[src/rtl/ram_arbiter_pkg.sv]
// Shared encodings for the data-RAM arbiter: FSM states, owner IDs and the
// burst-counter width helper.
package ram_arbiter_pkg;

  localparam int ARB_STATE_WIDTH = 2;

  typedef enum logic [ARB_STATE_WIDTH-1:0] {
    ARB_STATE_IDLE    = 2'd0,
    ARB_STATE_OWN_CPU = 2'd1,
    ARB_STATE_OWN_DMA = 2'd2
  } arb_state_e;

  typedef enum logic {
    ARB_OWNER_CPU = 1'b0,
    ARB_OWNER_DMA = 1'b1
  } arb_owner_e;

  // Counter must hold values 0..max_burst inclusive.
  function automatic int burst_cnt_width(input int max_burst);
    return $clog2(max_burst + 1);
  endfunction

endpackage

[src/rtl/ram_arbiter.sv]
// Round-robin arbiter sharing the single-port data RAM between the CPU
// datapath and the DMA/debug loader. An owner may keep the RAM for up to
// MAX_BURST consecutive grants while the other side waits; hand-over happens
// in the same cycle, so there is never a dead cycle under contention.
//
//   state      | meaning
//   -----------+------------------------------------------------------
//   IDLE       | nobody granted last cycle; ties go to != last_owner
//   OWN_CPU    | CPU granted last cycle; cnt = its consecutive grants
//   OWN_DMA    | DMA granted last cycle; cnt = its consecutive grants
module ram_arbiter
  import ram_arbiter_pkg::*;
#(
  parameter int ADDR_WIDTH = 11,
  parameter int DATA_WIDTH = 16,
  parameter int MAX_BURST  = 4
) (
  input  logic                  clk,
  input  logic                  rst,

  input  logic                  cpu_req,
  input  logic                  cpu_we,
  input  logic [ADDR_WIDTH-1:0] cpu_addr,
  input  logic [DATA_WIDTH-1:0] cpu_wdata,
  output logic                  cpu_gnt,
  output logic                  cpu_stall,
  output logic                  cpu_rvalid,
  output logic [DATA_WIDTH-1:0] cpu_rdata,

  input  logic                  dma_req,
  input  logic                  dma_we,
  input  logic [ADDR_WIDTH-1:0] dma_addr,
  input  logic [DATA_WIDTH-1:0] dma_wdata,
  output logic                  dma_gnt,
  output logic                  dma_rvalid,
  output logic [DATA_WIDTH-1:0] dma_rdata,

  output logic [ADDR_WIDTH-1:0] ram_addr,
  output logic [DATA_WIDTH-1:0] ram_wdata,
  output logic                  ram_write,
  input  logic [DATA_WIDTH-1:0] ram_rdata
);

  localparam int               CNT_W   = burst_cnt_width(MAX_BURST);
  localparam logic [CNT_W-1:0] CNT_MAX = CNT_W'(MAX_BURST);
  localparam logic [CNT_W-1:0] CNT_ONE = CNT_W'(1);

  arb_state_e       state, state_nxt;
  logic [CNT_W-1:0] cnt, cnt_nxt;
  arb_owner_e       last_owner, last_owner_nxt;
  logic             cpu_keep, dma_keep;

  // The burst limit only matters while the other requester is waiting.
  assign cpu_keep = cpu_req & ((cnt < CNT_MAX) | ~dma_req);
  assign dma_keep = dma_req & ((cnt < CNT_MAX) | ~cpu_req);

  // Grant selection and next-state; grants are suppressed while in reset.
  always_comb begin
    state_nxt      = state;
    cnt_nxt        = cnt;
    last_owner_nxt = last_owner;
    cpu_gnt        = 1'b0;
    dma_gnt        = 1'b0;

    case (state)
      ARB_STATE_IDLE: begin
        if (cpu_req && (!dma_req || last_owner == ARB_OWNER_DMA)) cpu_gnt = 1'b1;
        else if (dma_req)                                         dma_gnt = 1'b1;
      end
      ARB_STATE_OWN_CPU: begin
        if (cpu_keep)     cpu_gnt = 1'b1;
        else if (dma_req) dma_gnt = 1'b1;
      end
      ARB_STATE_OWN_DMA: begin
        if (dma_keep)     dma_gnt = 1'b1;
        else if (cpu_req) cpu_gnt = 1'b1;
      end
      default: ;
    endcase

    if (rst) begin
      cpu_gnt = 1'b0;
      dma_gnt = 1'b0;
    end

    if (cpu_gnt) begin
      state_nxt      = ARB_STATE_OWN_CPU;
      last_owner_nxt = ARB_OWNER_CPU;
      if (state == ARB_STATE_OWN_CPU) cnt_nxt = (cnt < CNT_MAX) ? cnt + CNT_ONE : cnt;
      else                            cnt_nxt = CNT_ONE;
    end else if (dma_gnt) begin
      state_nxt      = ARB_STATE_OWN_DMA;
      last_owner_nxt = ARB_OWNER_DMA;
      if (state == ARB_STATE_OWN_DMA) cnt_nxt = (cnt < CNT_MAX) ? cnt + CNT_ONE : cnt;
      else                            cnt_nxt = CNT_ONE;
    end else begin
      state_nxt = ARB_STATE_IDLE;
      cnt_nxt   = '0;
    end
  end

  // State register plus the one-cycle read-valid pipeline.
  always_ff @(posedge clk) begin
    if (rst) begin
      state      <= ARB_STATE_IDLE;
      cnt        <= '0;
      last_owner <= ARB_OWNER_DMA;
      cpu_rvalid <= 1'b0;
      dma_rvalid <= 1'b0;
    end else begin
      state      <= state_nxt;
      cnt        <= cnt_nxt;
      last_owner <= last_owner_nxt;
      cpu_rvalid <= cpu_req & cpu_gnt & ~cpu_we;
      dma_rvalid <= dma_req & dma_gnt & ~dma_we;
    end
  end

  // RAM port mux; parks at zero whenever nobody holds a grant.
  always_comb begin
    ram_addr  = '0;
    ram_wdata = '0;
    ram_write = 1'b0;
    if (cpu_gnt) begin
      ram_addr  = cpu_addr;
      ram_wdata = cpu_wdata;
      ram_write = cpu_we;
    end else if (dma_gnt) begin
      ram_addr  = dma_addr;
      ram_wdata = dma_wdata;
      ram_write = dma_we;
    end
  end

  assign cpu_stall = cpu_req & ~cpu_gnt;
  assign cpu_rdata = ram_rdata;
  assign dma_rdata = ram_rdata;

endmodule

[config.mk]
export PLATFORM = sky130hd
export DESIGN_NAME = ram_arbiter
export DESIGN_NICKNAME = d
export VERILOG_FILES = /design/src/rtl/ram_arbiter_pkg.sv /design/src/rtl/ram_arbiter.sv
export SDC_FILE = /design/constraint.sdc
export NUM_CORES = 1
export LEC_CHECK = 0
export ABC_AREA = 1
export CORE_ASPECT_RATIO = 0.6
export CORE_UTILIZATION = 24
export CTS_BUF_LIST = sky130_fd_sc_hd__clkbuf_8
export DETAILED_ROUTE_END_ITERATION = 10
export GPL_ROUTABILITY_DRIVEN = 1
export PLACE_DENSITY = 0.88
export SYNTH_ARGS = -nofsm -noshare
export SYNTH_HDL_FRONTEND = slang
export SYNTH_SLANG_ARGS = --single-unit
[constraint.sdc]
create_clock -name clk -period 1.48 [get_ports clk]
set_clock_uncertainty 0.2 [all_clocks]
set_input_delay 0.296 -clock clk [delete_from_list [all_inputs] [get_ports clk]]
set_output_delay 0.296 -clock clk [all_outputs]
set_load 0.005 [all_outputs]
==> metrics.txt <==
status=finished with violations; failing checks=negative setup slack; # DRC=0; most common cell in the netlist=nand3_1; EDFF count, synth=0; CTS Hold Bufs=0; fin crit period=2020 ps; CORE AREA=0.00430 sq mm; peak supply drop=402 uV; Avg WL per Cell=13.9 um; PnR worst setup slack=-536 ps; Initial Util=26.2%; DP HPWL=3140 um; sequential cell area fraction in the yosys report=14.2%; Yosys reg bits=8; die area=0.00499 sq mm; ys async rst share=0%; PD cells=674 mW/mm^2; Ant. Diodes=0; Vias=1615; port bufs=92; routability cong.=0.884; post-route clock period utilization=136%; Num CTS Buffers=3; Critical Path AT=1520 ps; RSZ-0062 raised after global routing=yes; overall power=1.57 mW; CP Launch Type=register; clock latency on the worst-skew pair=230 ps; Worst Tran Pin Value=310 ps; Met2 Wirelength=2310 um; Met1 Routed Length=1950 um; Final Max Slew Viols=0; Yosys warnings=0; Hold/Removal Path Class=input port to primary output; vias in the first global route=1597; Yosys top cell by area=nand3_1; Yosys top cell area share=29.7%; TritonCTS clock tree=yes; routed wire length=4780 um; Setup crit end kind=primary output; CTS sink cnt=8; Boundary Pins=141; Die H=55.1 um; Clk Tree Root Cell=clkbuf_8; Final ANT Viol Nets=0; DRT iter0 DRCs=51; initial antenna violation count=0; top cells by count, synth=67 x nand3_1, 43 x nand2_1, 38 x buf_4; Rows=18; critical-path maximum fanout=5; Max-slew headroom=79.1%; first-pass GRT wire length=7100 um; post-synth cell types=15; die width=90.5 um; Synth Net Count=272; kind of critical path=register to primary output; DR vias/cell=4.69; total number of H-tree levels=1; Required @ worst endpoint=980 ps; Post-Syn Area per Cell=5.79 sq um; GRT Util Overall=18.3%; net count reported at finish=363; Fmax=496 MHz; Non-Filler Instances=344; Placed Cells=322; Most used DFF post-synth=dfxtp_1; setup TNS=-15990 ps; # setup viols final=38; largest net degree at the start of global routing=41; Static Leak=1.16 nW; drt pass-1 iters=4; Clock Tree Buf Depth=2; Max Cap Violations=0; layout cells sized above 1=44.7%; Area Overhead vs Synth=107%; total global routing overflow=0; Reg clk slew, reported paths=40 ps; Detail Route met3 WL=442 um; Area contributors post-synth=nand3_1 30%, buf_4 25%, nand2_1 14%; Synth Cell Area=0.00113 sq mm; Fin. Hold Viols=0; Syn Inst Count=195; top sig layer=met4
## area by class of cell
| cell class | instances | area [sq um] |
|---|---|---|
| Clock buffer | 3 | 41.3 |
| Sequential cell | 8 | 169 |
| Tap cell | 60 | 75.1 |
| Multi-Input combinational cell | 129 | 795 |
| Timing Repair Buffer | 131 | 1200 |
| Fill cell | 406 | 1970 |
| Inverter | 13 | 48.8 |
## metrics by stage
step                      hold slack [ps]  util, %  setup WS, ps  cell area (sq um)
after floorplan                       168        -         -19.1               1170
after detailed placement              367     47.2         -1170               2030
after global placement                371     47.2         -1090               2030
after global routing                  392     54.2          -624               2330
final                                 392     54.2          -536               2330
after CTS                             380     51.9          -557               2230
## power breakdown
part | total [mW] | internal, mW | switching [mW] | leakage, nW
combinational | 1.05 | 0.591 | 0.460 | 1.07
sequential | 0.260 | 0.241 | 0.0198 | 0.0675
clock | 0.260 | 0.176 | 0.0843 | 0.0216
## path summary, 6_finish.rpt
kind	slack [ps]	start	depth (start not counted)	endpoint
max	-540	state[0]$_SDFF_PP0_	9	ram_wdata[2]
min	390	ram_rdata[3]	0	cpu_rdata[3]
max reg2reg	-120	state[0]$_SDFF_PP0_	10	cnt[2]$_SDFF_PP0_
min reg2reg	430	last_owner$_SDFFE_PP1P_	4	last_owner$_SDFFE_PP1P_
## state kept, by name (all words and copies together), names as in the netlist
register,flops
cnt,3
state,2
cpu_rvalid,1
dma_rvalid,1
last_owner,1
## critical path, stage by stage (launching register included)
cell     delay, ps
dfxtp_4        360
inv_2           50
nor2_4         140
nand3_2        100
nand3_2        110
buf_6          140
buf_6          140
nand3_1         70
nand2_1         70
buf_2          100
## placed cells by master (no fill, tap or decap)
cell type        instances
inv_2                    8
buf_8                    2
nand3_2                 27
buf_12                   3
nor2_1                   7
buf_4                   19
nand2_2                  6
clkbuf_8                 3
dfxtp_4                  2
inv_1                    5
ha_1                     1
dfxtp_2                  1
clkdlybuf4s15_2          2
nand2_4                  2
a21oi_1                  1
dlygate4sd2_1            2
clkbuf_2                 1
clkdlybuf4s50_1         57
nor2_4                   2
buf_16                   1
xor2_1                   1
nand4_1                  1
nand3_1                 41
nand2_1                 35
dfxtp_1                  5
nor2_2                   2
nand3_4                  1
o21ai_0                  1
buf_2                   27
buf_6                   17
a21boi_2                 1
## cells by family after synthesis
| group | after synthesis | synth area share [%] |
|---|---|---|
| and+or+nand+nor | 124 | 50.0 |
| xor gates and xnor gates | 1 | 0.776 |
| AOI/OAI and AO/OA | 3 | 1.55 |
| DFF | 8 | 14.2 |
| buffers and inverters | 58 | 32.4 |
| adders and majority gates | 1 | 1.11 |
## timing repair
item | 4_1_cts | 5_1_grt
pin swaps | 30 | 26
gates cloned | 2 | 0
resized for setup | 172 | 34
endpoints found under the setup margin | 41 | 37
setup buffers | 13 | 9
## layer usage
layer | up-vias | global-route usage, %
li1 | 783 | -
met1 | 729 | 19.7
met2 | 95 | 34.1
met3 | 8 | 6.42
met4 | 0 | 8.06
met5 | - | 0
(Power assumes the default switching activity.)
